<file path="src/rtl/bus_pkg.sv">
// Shared types and constants for the serial-bus arbiter: FSM states, the
// "nobody" encodings for owner/slave IDs, and width helpers for the ID fields.
package bus_pkg;

  typedef enum logic [1:0] {
    IDLE    = 2'd0,
    GRANT   = 2'd1,
    RELEASE = 2'd2
  } arb_state_t;

  localparam int NO_OWNER = 0;
  localparam int NO_SLAVE = 0;

  // ID fields reserve code 0 for "none", so n agents need room for n+1 codes.
  function automatic int id_width(input int n);
    return $clog2(n + 1);
  endfunction

  function automatic int idx_width(input int n);
    return (n > 1) ? $clog2(n) : 1;
  endfunction

endpackage

</file>
<file path="src/rtl/bus_arbiter_rr_pick.sv">
// Combinational round-robin picker: returns the first set bit of `eligible`
// found by scanning upward from index `ptr`, wrapping around.
module rr_pick
  import bus_pkg::*;
#(
  parameter int N = 2,
  parameter int W = idx_width(N)
) (
  input  logic [N-1:0] eligible,
  input  logic [W-1:0] ptr,
  output logic [W-1:0] winner,
  output logic         found
);

  logic [2*N-1:0] doubled;
  logic [N-1:0]   rotated;

  // Bit k of `rotated` is the request of master (ptr + k) mod N.
  assign doubled = {eligible, eligible} >> ptr;
  assign rotated = doubled[N-1:0];

  always_comb begin
    int sum;
    // NOTE: every output gets a default before the loop so no path leaves it unassigned (no latch).
    winner = '0;
    found  = 1'b0;
    sum    = 0;
    for (int k = 0; k < N; k++) begin
      if (!found && rotated[k]) begin
        sum = int'(ptr) + k;
        if (sum >= N) sum = sum - N;
        winner = W'(sum);
        found  = 1'b1;
      end
    end
  end

endmodule

</file>
<file path="src/rtl/bus_arbiter.sv">
// Shared serial-bus arbiter: round-robin among masters with priority for
// masters whose read was split by a slow slave; revokes on release/split/timeout.
module bus_arbiter
  import bus_pkg::*;
#(
  parameter int MASTERS    = 2,
  parameter int SLAVES     = 3,
  parameter int S_ID_WIDTH = id_width(SLAVES),
  parameter int M_ID_WIDTH = id_width(MASTERS),
  parameter int SPLIT_WAIT = 8,
  parameter int TIMEOUT    = 1024
) (
  input  logic                             clk,
  input  logic                             rstN,
  input  logic [MASTERS-1:0]               req,
  input  logic [MASTERS*S_ID_WIDTH-1:0]    m_slave_id,
  input  logic [SLAVES-1:0]                s_ready,
  output logic [MASTERS-1:0]               grant,
  output logic [M_ID_WIDTH-1:0]            grant_id,
  output logic [S_ID_WIDTH-1:0]            sel_slave,
  output logic [MASTERS-1:0]               split,
  output logic                             busy
);

  localparam int OW = idx_width(MASTERS);
  localparam int TW = $clog2(TIMEOUT);
  localparam int RW = $clog2(SPLIT_WAIT) + 1;

  localparam logic [S_ID_WIDTH-1:0] MAX_SLAVE   = S_ID_WIDTH'(SLAVES);
  localparam logic [S_ID_WIDTH-1:0] SLAVE_NONE  = S_ID_WIDTH'(NO_SLAVE);
  localparam logic [M_ID_WIDTH-1:0] OWNER_NONE  = M_ID_WIDTH'(NO_OWNER);
  localparam logic [OW-1:0]         LAST_IDX    = OW'(MASTERS - 1);
  localparam logic [TW-1:0]         TENURE_LAST = TW'(TIMEOUT - 1);
  localparam logic [RW-1:0]         LOW_LAST    = RW'(SPLIT_WAIT - 1);
  localparam logic [MASTERS-1:0]    ONE_HOT0    = MASTERS'(1);

  arb_state_t            state;
  logic [OW-1:0]         owner;
  logic [OW-1:0]         rr_ptr;
  logic [MASTERS-1:0]    split_pending;
  logic [S_ID_WIDTH-1:0] split_tgt [MASTERS];
  logic [TW-1:0]         tenure_cnt;
  logic [RW-1:0]         low_cnt;

  logic [(1<<S_ID_WIDTH)-1:0] ready_ext;
  logic [MASTERS-1:0]         eligible;
  logic [S_ID_WIDTH-1:0]      req_tgt [MASTERS];
  logic [OW-1:0]              sp_win, rr_win, win;
  logic                       sp_found, rr_found;
  logic [S_ID_WIDTH-1:0]      win_tgt;
  logic [M_ID_WIDTH-1:0]      win_id;
  logic                       ready_low, rel_drop, rel_split, rel_timeout, exit_grant;

  // Slave readiness indexed directly by slave ID; code 0 and unused codes read as not ready.
  always_comb begin
    ready_ext             = '0;
    ready_ext[SLAVES:1]   = s_ready;
  end

  for (genvar i = 0; i < MASTERS; i++) begin : g_elig
    logic [S_ID_WIDTH-1:0] id;
    assign id         = m_slave_id[i*S_ID_WIDTH +: S_ID_WIDTH];
    assign req_tgt[i] = split_pending[i] ? split_tgt[i] : id;
    assign eligible[i] = req[i] &&
                         (split_pending[i] ? ready_ext[split_tgt[i]]
                                           : (id != SLAVE_NONE && id <= MAX_SLAVE));
  end

  rr_pick #(.N(MASTERS), .W(OW)) u_pick_split (
    .eligible (eligible & split_pending),
    .ptr      (OW'(0)),
    .winner   (sp_win),
    .found    (sp_found)
  );

  rr_pick #(.N(MASTERS), .W(OW)) u_pick_rr (
    .eligible (eligible),
    .ptr      (rr_ptr),
    .winner   (rr_win),
    .found    (rr_found)
  );

  assign win     = sp_found ? sp_win : rr_win;
  assign win_tgt = req_tgt[win];
  assign win_id  = M_ID_WIDTH'(win) + M_ID_WIDTH'(1);

  // Tenure exit conditions, mutually exclusive in priority order.
  assign ready_low   = !ready_ext[sel_slave];
  assign rel_drop    = !req[owner];
  assign rel_split   = !rel_drop && ready_low && (low_cnt == LOW_LAST);
  assign rel_timeout = !rel_drop && !rel_split && (tenure_cnt == TENURE_LAST);
  assign exit_grant  = rel_drop || rel_split || rel_timeout;

  // NOTE: state registers use non-blocking assignments so every flop samples pre-edge values.
  always_ff @(posedge clk or negedge rstN) begin
    if (!rstN) begin
      state         <= IDLE;
      owner         <= '0;
      rr_ptr        <= '0;
      split_pending <= '0;
      tenure_cnt    <= '0;
      low_cnt       <= '0;
      grant         <= '0;
      grant_id      <= OWNER_NONE;
      sel_slave     <= SLAVE_NONE;
      split         <= '0;
      busy          <= 1'b0;
      // NOTE: the split-target array is tiny, so it is reset with the rest to keep X out of eligibility.
      for (int i = 0; i < MASTERS; i++) split_tgt[i] <= SLAVE_NONE;
    end else begin
      split <= '0;
      case (state)
        IDLE: begin
          if (rr_found) begin
            state      <= GRANT;
            owner      <= win;
            grant      <= ONE_HOT0 << win;
            grant_id   <= win_id;
            sel_slave  <= win_tgt;
            busy       <= 1'b1;
            tenure_cnt <= '0;
            low_cnt    <= '0;
          end
        end
        GRANT: begin
          if (exit_grant) begin
            state     <= RELEASE;
            grant     <= '0;
            grant_id  <= OWNER_NONE;
            sel_slave <= SLAVE_NONE;
          end else begin
            tenure_cnt <= tenure_cnt + TW'(1);
            low_cnt    <= ready_low ? low_cnt + RW'(1) : '0;
          end
          if (rel_drop) split_pending[owner] <= 1'b0;
          if (rel_split) begin
            split[owner]         <= 1'b1;
            split_pending[owner] <= 1'b1;
            split_tgt[owner]     <= sel_slave;
          end
        end
        RELEASE: begin
          state      <= IDLE;
          busy       <= 1'b0;
          rr_ptr     <= (owner == LAST_IDX) ? '0 : owner + OW'(1);
          tenure_cnt <= '0;
          low_cnt    <= '0;
        end
        default: state <= IDLE;
      endcase
    end
  end

endmodule

</file>
<file path="config.mk">
export PLATFORM = sky130hd
export DESIGN_NAME = bus_arbiter
export DESIGN_NICKNAME = d
export VERILOG_FILES = /design/src/rtl/bus_pkg.sv /design/src/rtl/bus_arbiter_rr_pick.sv /design/src/rtl/bus_arbiter.sv
export SDC_FILE = /design/constraint.sdc
export NUM_CORES = 1
export LEC_CHECK = 0
export CAP_MARGIN = 20
export CORE_ASPECT_RATIO = 0.7
export CORE_UTILIZATION = 59
export CTS_CLUSTER_SIZE = 12
export DETAILED_ROUTE_END_ITERATION = 10
export PLACE_DENSITY = 0.83
export SLEW_MARGIN = 20
export SYNTH_ARGS = -nofsm -noshare
export SYNTH_HDL_FRONTEND = slang
export SYNTH_SLANG_ARGS = --single-unit
</file>
<file path="constraint.sdc">
create_clock -name clk -period 5.93 [get_ports clk]
set_clock_uncertainty 0.1 [all_clocks]
set_input_delay 0.593 -clock clk [delete_from_list [all_inputs] [get_ports clk]]
set_output_delay 0.593 -clock clk [all_outputs]
set_load 0.005 [all_outputs]
</file>
# == After elaboration in Yosys (flattened, before gate mapping) ==
# Cells that the tools add are included.
# totals
elab_cells,133
register_bits,33
# classes
muxes,55
add_sub_neg,7
n_reduce_logical,31
n_bitwise,6
order_cmp,12
n_eq_ne,7
shifts,2
# ops
op,n
2-to-1 mux 2 bit,17
one-hot mux 10 bit (3 select lines),1
2-to-1 mux 1 bit,20
2-to-1 mux 10 bit,2
one-hot mux 2 bit (2 select lines),4
logical AND 1 bit,12
2-to-1 mux 4 bit,3
one-hot mux 4 bit (3 select lines),1
"adder 10 x 1 -> 10 bit, second input constant",1
"== test 10 bit, second input constant",1
"less-than comparator 2 x 3 -> 1 bit, second input constant",3
AND reduction 2 bit,4
nonzero test 2 bit,4
binary-select mux 1 bit (select 2 bit),3
"greater-or-equal comparator 2 bit, second input constant",3
"!= test 2 bit, second input constant",3
AND reduction 3 bit,2
logical NOT 1 bit,5
"adder 1 x 1 -> 2 bit, second input constant",2
"adder 4 x 1 -> 4 bit, second input constant",1
bitwise AND 2 bit,2
bitwise mux 4 bit,1
"== test 4 x 3 -> 1 bit, second input constant",1
"<= comparator 2 bit, second input constant",2
19 further kinds,22

# == Depth between registers and ports, before layout ==
# Gate-level depths: netlist (run 1).
# depth
ltp_word,16
depth_mapped,7

# == Cells and area by module ==
# From an unflattened synthesis (run 1), not the netlist that was laid out.
# hier_totals
cells_unflattened,191
area_unflattened_um2,1794.2
# by_module_without_submodules
mod,area_per_inst_um2,n_inst,cells_each
bus_arbiter,1759.2,1,185
rr_pick,17.5,2,3

# == Worst setup path after synthesis (run 1) ==
# No wires, ideal clock.
# synth_timing
path_kind,input-to-reg
start,input port s_ready[2]
end,register sel_slave[1]
n_path_buf,0
setup_ns,0.125
stages,5
arrival_ns,2.017
path_slack_ns,3.688
path_cell_list,mux2_2 o221a_2 a211oi_2 mux2_2 mux2_2
# synth_between
elab_chain_len,16
elab_cells_between_ends,41
cone_classes,eq/ne (2); shift (1); mux (21); bitwise (2); reduce/logical (15)
# synth_lines
item,line,source
start: declaration,bus_arbiter.sv:17,"input logic [SLAVES-1:0] s_ready,"
binary-select mux 1 bit (select 2 bit),bus_arbiter.sv:65,(split_pending[i] ? ready_ext[split_tgt[i]]
2-to-1 mux 1 bit (implied by the code),bus_arbiter.sv:65,
2-to-1 mux 1 bit,bus_arbiter.sv:65,
logical AND 1 bit,bus_arbiter.sv:64,assign eligible[i] = req[i] &&
>> shifter 4 x 1 -> 2 bit or bitwise AND 2 bit (tied branches),"bus_arbiter_rr_pick.sv:19, bus_arbiter.sv:70",
2-to-1 mux 1 bit,bus_arbiter_rr_pick.sv:29,if (!found && rotated[k]) begin
logical NOT 1 bit,bus_arbiter_rr_pick.sv:29,
logical AND 1 bit,bus_arbiter_rr_pick.sv:29,
2-to-1 mux 1 bit,bus_arbiter_rr_pick.sv:29,
2-to-1 mux 1 bit,bus_arbiter.sv:83,assign win = sp_found ? sp_win : rr_win;
NOT 1 -> 2 bit (implied by the code),bus_arbiter.sv:84,assign win_tgt = req_tgt[win];
2-to-1 mux 2 bit (implied by the code) (3 in series),bus_arbiter.sv:84,
2-to-1 mux 2 bit,bus_arbiter.sv:114,if (rr_found) begin
one-hot mux 2 bit (2 select lines),bus_arbiter.sv:112,case (state)
end signal: assignment,bus_arbiter.sv:119,sel_slave <= win_tgt;
end: declaration,bus_arbiter.sv:20,"output logic [S_ID_WIDTH-1:0] sel_slave,"
# Parallel ways exist; a longest one is shown, timed or not. The select of a mux whose other input is x is not followed.
# A chain may end at the register's enable or synchronous reset.

# == Final worst setup path (run 1) ==
# layout_timing
start,input port s_ready[1]
end,register low_cnt[2]
# layout_between
elab_chain_len,11
elab_cells_between_ends,29
cone_classes,eq/ne (2); shift (1); mux (13); reduce/logical (13)
# layout_lines
item,line,source
binary-select mux 1 bit (select 2 bit) (on tied branches),"bus_arbiter.sv:65, bus_arbiter.sv:88",
2-to-1 mux 1 bit (on tied branches),"bus_arbiter.sv:65, bus_arbiter.sv:88",
2-to-1 mux 1 bit or logical NOT 1 bit (tied branches),"bus_arbiter.sv:65, bus_arbiter.sv:88",
logical AND 1 bit (on tied branches),"bus_arbiter.sv:64, bus_arbiter.sv:90",
>> shifter 4 x 1 -> 2 bit or logical AND 1 bit (tied branches),"bus_arbiter_rr_pick.sv:19, bus_arbiter.sv:90",
2-to-1 mux 1 bit or logical NOT 1 bit (tied branches),"bus_arbiter_rr_pick.sv:29, bus_arbiter.sv:91",
logical NOT 1 bit or logical AND 1 bit (tied branches),"bus_arbiter_rr_pick.sv:29, bus_arbiter.sv:91",
logical AND 1 bit (on tied branches),"bus_arbiter_rr_pick.sv:29, bus_arbiter.sv:91",
2-to-1 mux 1 bit or logical OR 1 bit (tied branches),"bus_arbiter_rr_pick.sv:29, bus_arbiter.sv:92",
!= test 2 bit (no line),n/a,
AND reduction 3 bit (no line),n/a,
end signal: assignment,bus_arbiter.sv:133,low_cnt <= ready_low ? low_cnt + RW'(1) : '0;
end: declaration,bus_arbiter.sv:43,logic [RW-1:0] low_cnt;
# Parallel ways exist; a longest one is shown, timed or not. The select of a mux whose other input is x is not followed.

==> results of run 1 <==
-- stage by stage --
stage | instance area [sq um] | std cells
global placement | 1920 | 223
CTS | 2020 | 231
finish | 2020 | 231
detailed placement | 1920 | 223
global route | 2020 | 231
floorplan | 1720 | 175
-- logic make-up after synthesis --
family,count (synthesis)
DFF,31
buffers and inverters,17
and+or+nand+nor,65
adders and majority gates,2
AOI/OAI and AO/OA,39
muxes,15
xor gates and xnor gates,6
-- state kept, by name, indices dropped and copies added, names as in the netlist, named ones only --
| register | flops |
|---|---|
| split | 2 |
| split_tgt | 4 |
| owner | 1 |
| low_cnt | 4 |
| busy | 1 |
| sel_slave | 2 |
| rr_ptr | 1 |
| tenure_cnt | 10 |
| state | 2 |
| grant | 2 |
-- power by group --
group          total (mW)  switching (mW)  internal [mW]
Sequential          0.303          0.0509          0.252
Combinational       0.258           0.142          0.117
Clock               0.182          0.0762          0.106
Total               0.743           0.269          0.475
-- worst max-delay path, cell delays in order --
cell and delay [ns]:
clkdlybuf4s50_1 0.51, mux2_2 0.17, o221a_2 0.22, a2bb2oi_2 0.10
a21oi_1 0.80, o21ai_0 0.25
-- cells in the mapped netlist --
| library cell | number | share of area (%) |
|---|---|---|
| o211a_1 | 1 | 0.58 |
| ha_1 | 2 | 1.5 |
| or3_1 | 4 | 1.5 |
| a22o_1 | 1 | 0.51 |
| a2bb2oi_2 | 1 | 0.88 |
| nand3_1 | 4 | 1.2 |
| nand4_1 | 4 | 1.5 |
| a21oi_1 | 5 | 1.5 |
| mux2_2 | 8 | 5.3 |
| nor3_1 | 4 | 1.2 |
| or3_4 | 1 | 0.66 |
| o211a_4 | 1 | 1.0 |
| inv_1 | 11 | 2.4 |
| and3_1 | 2 | 0.73 |
| a221oi_2 | 1 | 0.88 |
| xnor2_1 | 5 | 2.6 |
| a31oi_1 | 4 | 1.5 |
| o21ai_0 | 9 | 2.6 |
| a41oi_1 | 1 | 0.51 |
| nor2b_1 | 3 | 1.1 |
| o31a_2 | 1 | 0.58 |
| nand2_1 | 19 | 4.2 |
| o221a_2 | 1 | 0.66 |
| a211oi_2 | 1 | 0.73 |
| clkbuf_1 | 1 | 0.22 |
| o31ai_1 | 2 | 0.88 |
| a41o_1 | 1 | 0.58 |
| nand3b_1 | 1 | 0.44 |
| nor4_1 | 2 | 0.73 |
| a211oi_1 | 1 | 0.44 |
| and3b_1 | 2 | 1.0 |
| nand2b_1 | 2 | 0.73 |
| and2_1 | 1 | 0.36 |
| buf_4 | 3 | 1.3 |
| buf_2 | 2 | 0.58 |
| o21a_1 | 1 | 0.44 |
| nor2_1 | 15 | 3.3 |
| o211ai_1 | 2 | 0.88 |
| o31a_1 | 2 | 1.0 |
| o21bai_1 | 1 | 0.44 |
| dfrtp_1 | 31 | 45 |
| mux2i_1 | 7 | 4.1 |
| xor2_1 | 1 | 0.51 |
| and4_4 | 1 | 0.66 |
| o22ai_1 | 2 | 0.73 |
-- cell type report --
cell class | instances | area, sq um
clock buffers | 8 | 100
fillers | 181 | 589
inverters | 11 | 41.3
multi-input cells | 127 | 862
flip-flops and latches | 31 | 776
well taps | 34 | 42.5
repair buffers | 20 | 198
-- layout by cell type, fill, tap and decap left out, types with 3 or more instances in the layout --
cell type        synthesis  final
a21oi_1                  5      5
mux2_2                   8      8
nor2b_1                  3      3
xnor2_1                  5      5
clkdlybuf4s50_1          0     19
mux2i_1                  7      7
nand4_1                  4      4
nand2_1                 19     19
o21ai_0                  9      9
dfrtp_1                 31     31
clkbuf_8                 0      7
nor2_1                  15     15
or3_1                    4      4
nand3_1                  4      4
a31oi_1                  4      4
inv_1                   11     11
nor3_1                   4      4
-- layer usage --
metal | up-vias | global-route usage [%] | part of all wire [%]
met5 | - | 0 | 0
met4 | 0 | 18.3 | 2.4
met3 | 16 | 8.01 | 8.7
met2 | 84 | 43.9 | 45
met1 | 702 | 40.3 | 44
li1 | 677 | - | -
-- worst min-delay path by stage --
stage                            to  slack [ns]
final                        rr_ptr        0.39
after global routing         rr_ptr        0.41
after CTS                    rr_ptr        0.39
after detailed placement     rr_ptr        0.38
after global placement         busy        0.38
after floorplan           async pin        0.20
==> results.sh, run 1 <==
export IMPL_cp_max_fo=14
export IMPL_p_leak_nw=0.895
export IMPL_maxCapViolCount=0
export IMPL_dp_hpwl_mm=2.83
export IMPL_postCtsSetupBuffers=0
export IMPL_yosysSeqAreaShare_pct=45.2
export IMPL_fp_dieH_microns=47.1
export IMPL_total_power_uw=743
export IMPL_rsz0062_at_grt="no"
export IMPL_fin_crit_sh_pct=44.3
export IMPL_syn_inst=175
export IMPL_r2r_start="state[0]"
export IMPL_synth_top_family_by_area="simple AND/OR/NAND/NOR gates"
export IMPL_arrival_ns=2.64
export IMPL_place_congestion=0.827
export IMPL_startpoint="s_ready[1]"
export IMPL_ys_ff_latch=31
export IMPL_grt_overflow_total=0
export IMPL_power_density_nw_per_um2=368
export IMPL_finalHoldViolCount=0
export IMPL_syn_area_sq_um=1720
export IMPL_fin_setup_tns_ns=0
export IMPL_drc_errors=0
export IMPL_crit_path_end="low_cnt[2]"
export IMPL_synth_xor_xnor_area_share_pct=3.06
export IMPL_grt_use_total_pct=29.9
export IMPL_peakVddDrop_mv=0.240
export IMPL_drt_iter0_markers=193
export IMPL_slew_viol_final=0
export IMPL_dieArea_sq_um=3130
export IMPL_ys_warn_count=0
export IMPL_endpoint_kind="register"
export IMPL_grt_pass1_vias=1403
export IMPL_hold_worst_slack_ns=0.391
export IMPL_fin_nets=209
export IMPL_start_util_pct=65.8
export IMPL_via_per_inst=6.40
export IMPL_routed_wl_mm=4.02
export IMPL_num_vias=1479
export IMPL_path_class="in2reg"
export IMPL_synth_fp_nets=188
export IMPL_finalSetupViolCount=0
export IMPL_antenna_found_initial=0
export IMPL_worst_slack_ns=3.31
export IMPL_htreeDepth=2
export IMPL_synth_compound_area_share_pct=17.3
export IMPL_layout_min_cycle_time_ns=2.62
export IMPL_portBuffers=19
export IMPL_ctsHoldBuffers=0
export IMPL_drive_above_1_share_pct=12.2
export IMPL_min_path_type="reg2reg"
export IMPL_core_area_sq_um=2610
export IMPL_yosys_area_share_simple_pct=19.1
export IMPL_tightest_slew_ns=0.996
export IMPL_grt_first_pass_wirelength_mm=6.54
export IMPL_hp_start="rr_ptr"
export IMPL_cts_sinks=31
export IMPL_slew_headroom_pct=33.6
export IMPL_clock_latency_ns=0.29
export IMPL_design_portCount=20
export IMPL_outcome="completed"
export IMPL_rows=15
export IMPL_synthAdderAreaFrac_pct=1.46
export IMPL_cts_buffers=5
export IMPL_start_kind="input pin"
export IMPL_final_util_pct=77.4
export IMPL_reg2reg_depth=5
export IMPL_place_ws_ns=3.00
export IMPL_avgSynthCellArea_sq_um=9.80
export IMPL_diodes=0
export IMPL_rr_endpoint="split_tgt[3]"
export IMPL_cts_root_buf="clkbuf_8"
export IMPL_required_ns=5.95
export IMPL_synth_cell_types=45
export IMPL_cts_resized=0
export IMPL_area_delta_synth_final_pct=17.7
export IMPL_fmax_mhz=381
export IMPL_cts_tree="done"
export IMPL_clk_transition_reported_paths_ns=0.07
export IMPL_wl_per_cell_microns=17.4
export IMPL_hold_depth=2
export IMPL_r2r_slack_ns=3.32
export IMPL_ant_nets=0
export IMPL_die_x_microns=66.4
export IMPL_first_pass_iters=4
export IMPL_grt_max_degree=32
export IMPL_synth_mux_area_share_pct=9.34
export IMPL_cts_buffer_depth=2
(Power assumes the default switching activity.)
==> run 2, diff against run 1 <==
CORE_UTILIZATION = 55   (was 59)
PLACE_DENSITY = 0.79   (was 0.83)
clock period = 2.65 ns   (was 5.93 ns; I/O delays follow)
==> results.sh, run 2 (synthesis gave the netlist of run 1 again) <==
export IMPL_grt_pass1_vias=1373
export IMPL_rsz0062_at_grt="no"
export IMPL_hold_worst_slack_ns=0.267
export IMPL_core_area_sq_um=2880
export IMPL_outcome="completed"
export IMPL_postCtsSetupBuffers=0
export IMPL_final_common_cell="dfrtp_1"
export IMPL_slew_headroom_pct=66.3
export IMPL_dieArea_sq_um=3350
export IMPL_drc_errors=0
export IMPL_htreeDepth=2
export IMPL_cts_tree="done"
export IMPL_fp_dieH_microns=48.7
export IMPL_cts_buffer_depth=2
export IMPL_drive_above_1_share_pct=13.9
export IMPL_fmax_mhz=436
export IMPL_first_pass_iters=6
export IMPL_layout_common_cells="31 x dfrtp_1, 19 x nand2_1, 19 x clkdlybuf4s50_1, 15 x nor2_1, 11 x inv_1"
export IMPL_grt_use_total_pct=27.6
export IMPL_power_density_nw_per_um2=815
export IMPL_cts_buffers=5
export IMPL_p_leak_nw=0.910
export IMPL_start_util_pct=59.5
export IMPL_rows=16
export IMPL_placed_cells=230
export IMPL_antenna_found_initial=0
export IMPL_tightest_slew_ns=0.502
export IMPL_fin_nets=214
export IMPL_cts_resized=0
export IMPL_power_frac_seq_pct=40.7
export IMPL_design_portCount=20
export IMPL_cts_sinks=31
export IMPL_grt_overflow_total=0
export IMPL_ctsHoldBuffers=0
export IMPL_largest_reg_flops=10
export IMPL_slew_viol_final=0
export IMPL_start_kind="register"
export IMPL_layout_min_cycle_time_ns=2.30
export IMPL_routed_wl_mm=3.93
export IMPL_finalHoldViolCount=0
export IMPL_area_delta_synth_final_pct=19.0
export IMPL_pwr_share_clk_pct=21.2
export IMPL_grt_max_degree=32
export IMPL_diodes=0
export IMPL_via_per_inst=5.96
export IMPL_endpoint_kind="register"
export IMPL_drt_iter0_markers=142
export IMPL_fin_crit_sh_pct=86.6
export IMPL_portBuffers=19
export IMPL_p_int_mw=1.05
export IMPL_path_class="reg2reg"
export IMPL_cp_max_fo=8
export IMPL_combPwrFrac_pct=38.1
export IMPL_dp_hpwl_mm=2.87
export IMPL_peakVddDrop_mv=0.631
export IMPL_instances_no_fill=238
export IMPL_fillerInstances=234
export IMPL_maxCapViolCount=0
export IMPL_required_ns=2.72
export IMPL_num_vias=1418
export IMPL_min_path_type="in2async"
export IMPL_place_congestion=0.963
export IMPL_reg_largest_list="tenure_cnt x10, low_cnt x4, split_tgt x4"
export IMPL_clk_transition_reported_paths_ns=0.06
export IMPL_fin_setup_tns_ns=0
export IMPL_die_x_microns=68.8
export IMPL_clock_latency_ns=0.28
export IMPL_p_sw_uw=616
export IMPL_top_register="tenure_cnt"
export IMPL_ant_nets=0
export IMPL_cts_root_buf="clkbuf_8"
export IMPL_finalSetupViolCount=0
export IMPL_p_sw_share_pct=37.0
export IMPL_wl_per_cell_microns=16.5
export IMPL_arrival_ns=2.36
export IMPL_grt_first_pass_wirelength_mm=6.61
run 2: changes by cell type in the layout (fill, tap and decap cells not counted):
cell      change
buf_4         +5
clkbuf_8      -2
clkbuf_1      +1
clkinv_2      +1
run 2: area by class of cell:
class,count,area [sq um],share of cell area [%]
sequential,31,776,38.0
multi-input combinational,127,862,42.2
clock inverter,1,5.00,0.245
timing repair buffer,25,235,11.5
tap,36,45.0,2.21
clock buffer,7,76.3,3.74
inverter,11,41.3,2.02
run 2: worst max-delay path: stages (launching register included):
cell     delay [ns]
dfrtp_1        0.41
ha_1           0.28
and3_1         0.21
a41o_1         0.33
o21ai_0        0.27
o31a_2         0.25
mux2_2         0.34
run 2: metal layers:
metal  vias up  part of all wire (%)  track usage [%]  wire length (microns)
li1        678                     -                -                      -
met5         -                     0                0                      0
met4         0                   1.3             9.52                     51
met3         9                   6.0             8.25                    236
met1       685                    47             39.8                   1860
met2        46                    45             38.9                   1780
run 2: final timing paths:
check | slack (ns) | depth (start not counted) | end | startpoint
max | 0.35 | 6 | sel_slave[1] | tenure_cnt[0]
min | 0.27 | 2 | low_cnt[1] | rstN
max reg2reg | 0.35 | 6 | sel_slave[1] | tenure_cnt[0]
min reg2reg | 0.40 | 1 | busy | busy
max in group asynchronous | 1.90 | 2 | state[0] | rstN
min in group clk | 0.40 | 1 | busy | busy
run 2: power by group through the flow:
stage	Clock [mW]	Sequential (mW)	Combinational (mW)
finish	0.353	0.677	0.634
global route	0.385	0.695	0.690
CTS	0.358	0.675	0.631
detailed placement	0	0.681	0.629
global placement	0	0.670	0.606
floorplan	0	0.646	0.407
run 2: metrics by stage:
step           worst slack (ns)  util [%]  power (mW)  cell area, sq um
3_5_place_dp              0.252      68.0        1.31              1960
2_1_floorplan             0.558         -        1.05              1720
3_3_place_gp              0.254      68.0        1.28              1960
4_1_cts                   0.374      70.8        1.66              2040
5_1_grt                   0.247      70.8        1.77              2040
6_report                  0.355      70.8        1.66              2040
==> run 3, diff against run 2 <==
CORE_UTILIZATION = 59   (was 55)
PLACE_DENSITY = 0.83   (was 0.79)
clock period = 2.8 ns   (was 2.65 ns; I/O delays follow)
==> results.sh, run 3 (synthesis gave the netlist of run 1 again) <==
export IMPL_slew_viol_final=0
export IMPL_ant_nets=0
export IMPL_layout_min_cycle_time_ns=2.36
export IMPL_first_pass_iters=4
export IMPL_finalSetupViolCount=0
export IMPL_start_kind="register"
export IMPL_area_delta_synth_final_pct=17.9
export IMPL_place_congestion=0.816
export IMPL_start_util_pct=65.8
export IMPL_wl_met2_mm=1.84
export IMPL_diodes=0
export IMPL_fmax_mhz=424
export IMPL_antenna_found_initial=0
export IMPL_drive_above_1_share_pct=13.0
export IMPL_ctsHoldBuffers=0
export IMPL_dieArea_sq_um=3130
export IMPL_portBuffers=19
export IMPL_critPathTopFamily="compound AO/OA/AOI/OAI gates"
export IMPL_outcome="completed"
export IMPL_final_seq_area_sq_um=776
export IMPL_drt_iter0_markers=143
export IMPL_design_portCount=20
export IMPL_cts_root_buf="clkbuf_8"
export IMPL_routed_wl_mm=3.90
export IMPL_p_int_uw=977
export IMPL_cp_slowest_stage_delay_ns=0.41
export IMPL_r2r_slack_ns=0.44
export IMPL_grt_pass1_vias=1329
export IMPL_drc_errors=0
export IMPL_p_sw_share_pct=37.2
export IMPL_top_register="tenure_cnt"
export IMPL_p_leak_nw=0.901
export IMPL_cts_buffers=5
export IMPL_clk_transition_reported_paths_ns=0.06
export IMPL_crit_buf_inv=0
export IMPL_multi_input_area_sq_um=862
export IMPL_cts_sinks=31
export IMPL_wl_met1_mm=1.76
export IMPL_die_x_microns=66.4
export IMPL_fin_setup_tns_ns=0
export IMPL_power_density_nw_per_um2=769
export IMPL_peakVddDrop_mv=0.579
export IMPL_htreeDepth=2
export IMPL_maxCapViolCount=0
export IMPL_finalHoldViolCount=0
export IMPL_postCtsSetupBuffers=0
export IMPL_cts_resized=0
export IMPL_cpMaxStageDelayCell="dfrtp_1"
export IMPL_slew_headroom_pct=65.2
export IMPL_p_sw_uw=579
export IMPL_rows=15
export IMPL_rsz0062_at_grt="no"
export IMPL_grt_max_degree=32
export IMPL_tightest_slew_ns=0.517
export IMPL_combPwrFrac_pct=37.2
export IMPL_reg_largest_list="tenure_cnt x10, low_cnt x4, split_tgt x4"
export IMPL_largest_reg_flops=10
export IMPL_endpoint_kind="register"
export IMPL_fin_nets=212
export IMPL_arrival_ns=2.43
export IMPL_cts_tree="done"
export IMPL_cp_max_fo=8
export IMPL_wl_per_cell_microns=16.7
export IMPL_placed_cells=226
export IMPL_final_util_pct=77.6
export IMPL_cts_buffer_depth=2
export IMPL_instances_no_fill=234
export IMPL_grt_overflow_total=0
export IMPL_final_common_cell="dfrtp_1"
export IMPL_fin_crit_sh_pct=84.3
export IMPL_met3_wirelength_microns=243
export IMPL_fp_dieH_microns=47.1
export IMPL_pwr_share_clk_pct=21.5
export IMPL_fillerInstances=175
export IMPL_power_frac_seq_pct=41.3
export IMPL_layout_common_cells="31 x dfrtp_1, 19 x nand2_1, 19 x clkdlybuf4s50_1, 15 x nor2_1, 11 x inv_1"
export IMPL_min_path_type="in2async"
export IMPL_num_vias=1436
export IMPL_required_ns=2.87
export IMPL_dr_max_layer_used="met4"
export IMPL_grt_first_pass_wirelength_mm=6.51
export IMPL_core_area_sq_um=2610
export IMPL_dp_hpwl_mm=2.99
export IMPL_via_per_inst=6.14
export IMPL_clock_latency_ns=0.28
export IMPL_path_cells="ha_1 > and3_1 > a41o_1 > o21ai_0 > o31a_2 > mux2_2"
export IMPL_path_class="reg2reg"
export IMPL_grt_use_total_pct=29.6
==> run 3: cell types whose count changed in the layout (fill, tap and decap cells not counted) <==
cell	change
buf_4	-2
==> run 3: final timing paths <==
| check | from | to | cells past startpoint |
|---|---|---|---|
| worst min register to register | busy | busy | 1 |
| max in group asynchronous | rstN | tenure_cnt[5] | 2 |
| min in group clk | busy | busy | 1 |
| worst max register to register | tenure_cnt[0] | grant[0] | 6 |
| worst min-delay path | rstN | tenure_cnt[0] | 2 |
| worst max-delay path | tenure_cnt[0] | grant[0] | 6 |
==> run 3: power by group through the flow <==
| stage | Combinational (mW) | Sequential [mW] | Clock (mW) |
|---|---|---|---|
| global placement | 0.550 | 0.639 | 0 |
| floorplan | 0.385 | 0.612 | 0 |
| finish | 0.579 | 0.643 | 0.335 |
| detailed placement | 0.580 | 0.647 | 0 |
| global route | 0.640 | 0.659 | 0.362 |
| CTS | 0.579 | 0.640 | 0.341 |
==> run 3: per-stage QoR <==
| stage | hold WS, ns | cell area, sq um | setup WS [ns] | total power [mW] |
|---|---|---|---|---|
| detailed placement | 0.385 | 1940 | 0.359 | 1.23 |
| global route | 0.339 | 2020 | 0.361 | 1.66 |
| global placement | 0.373 | 1940 | 0.412 | 1.19 |
| floorplan | -0.116 | 1720 | 0.708 | 0.997 |
| finish | 0.287 | 2020 | 0.440 | 1.56 |
| CTS | 0.303 | 2020 | 0.465 | 1.56 |
==> run 3: metal layers <==
layer / vias up / GRT usage, %
li1: 680 / -
met1: 695 / 39.8
met2: 51 / 47.3
met3: 10 / 7.52
met4: 0 / 11.1
met5: - / 0
==> run 3: cell type report <==
cell class                      instances  share of cell area [%]
Inverter                               11                    2.04
Multi-Input combinational cell        127                    42.6
Sequential cell                        31                    38.3
Tap cell                               34                    2.10
Clock inverter                          1                   0.247
Clock buffer                            7                    3.77
Timing Repair Buffer                   23                    10.9
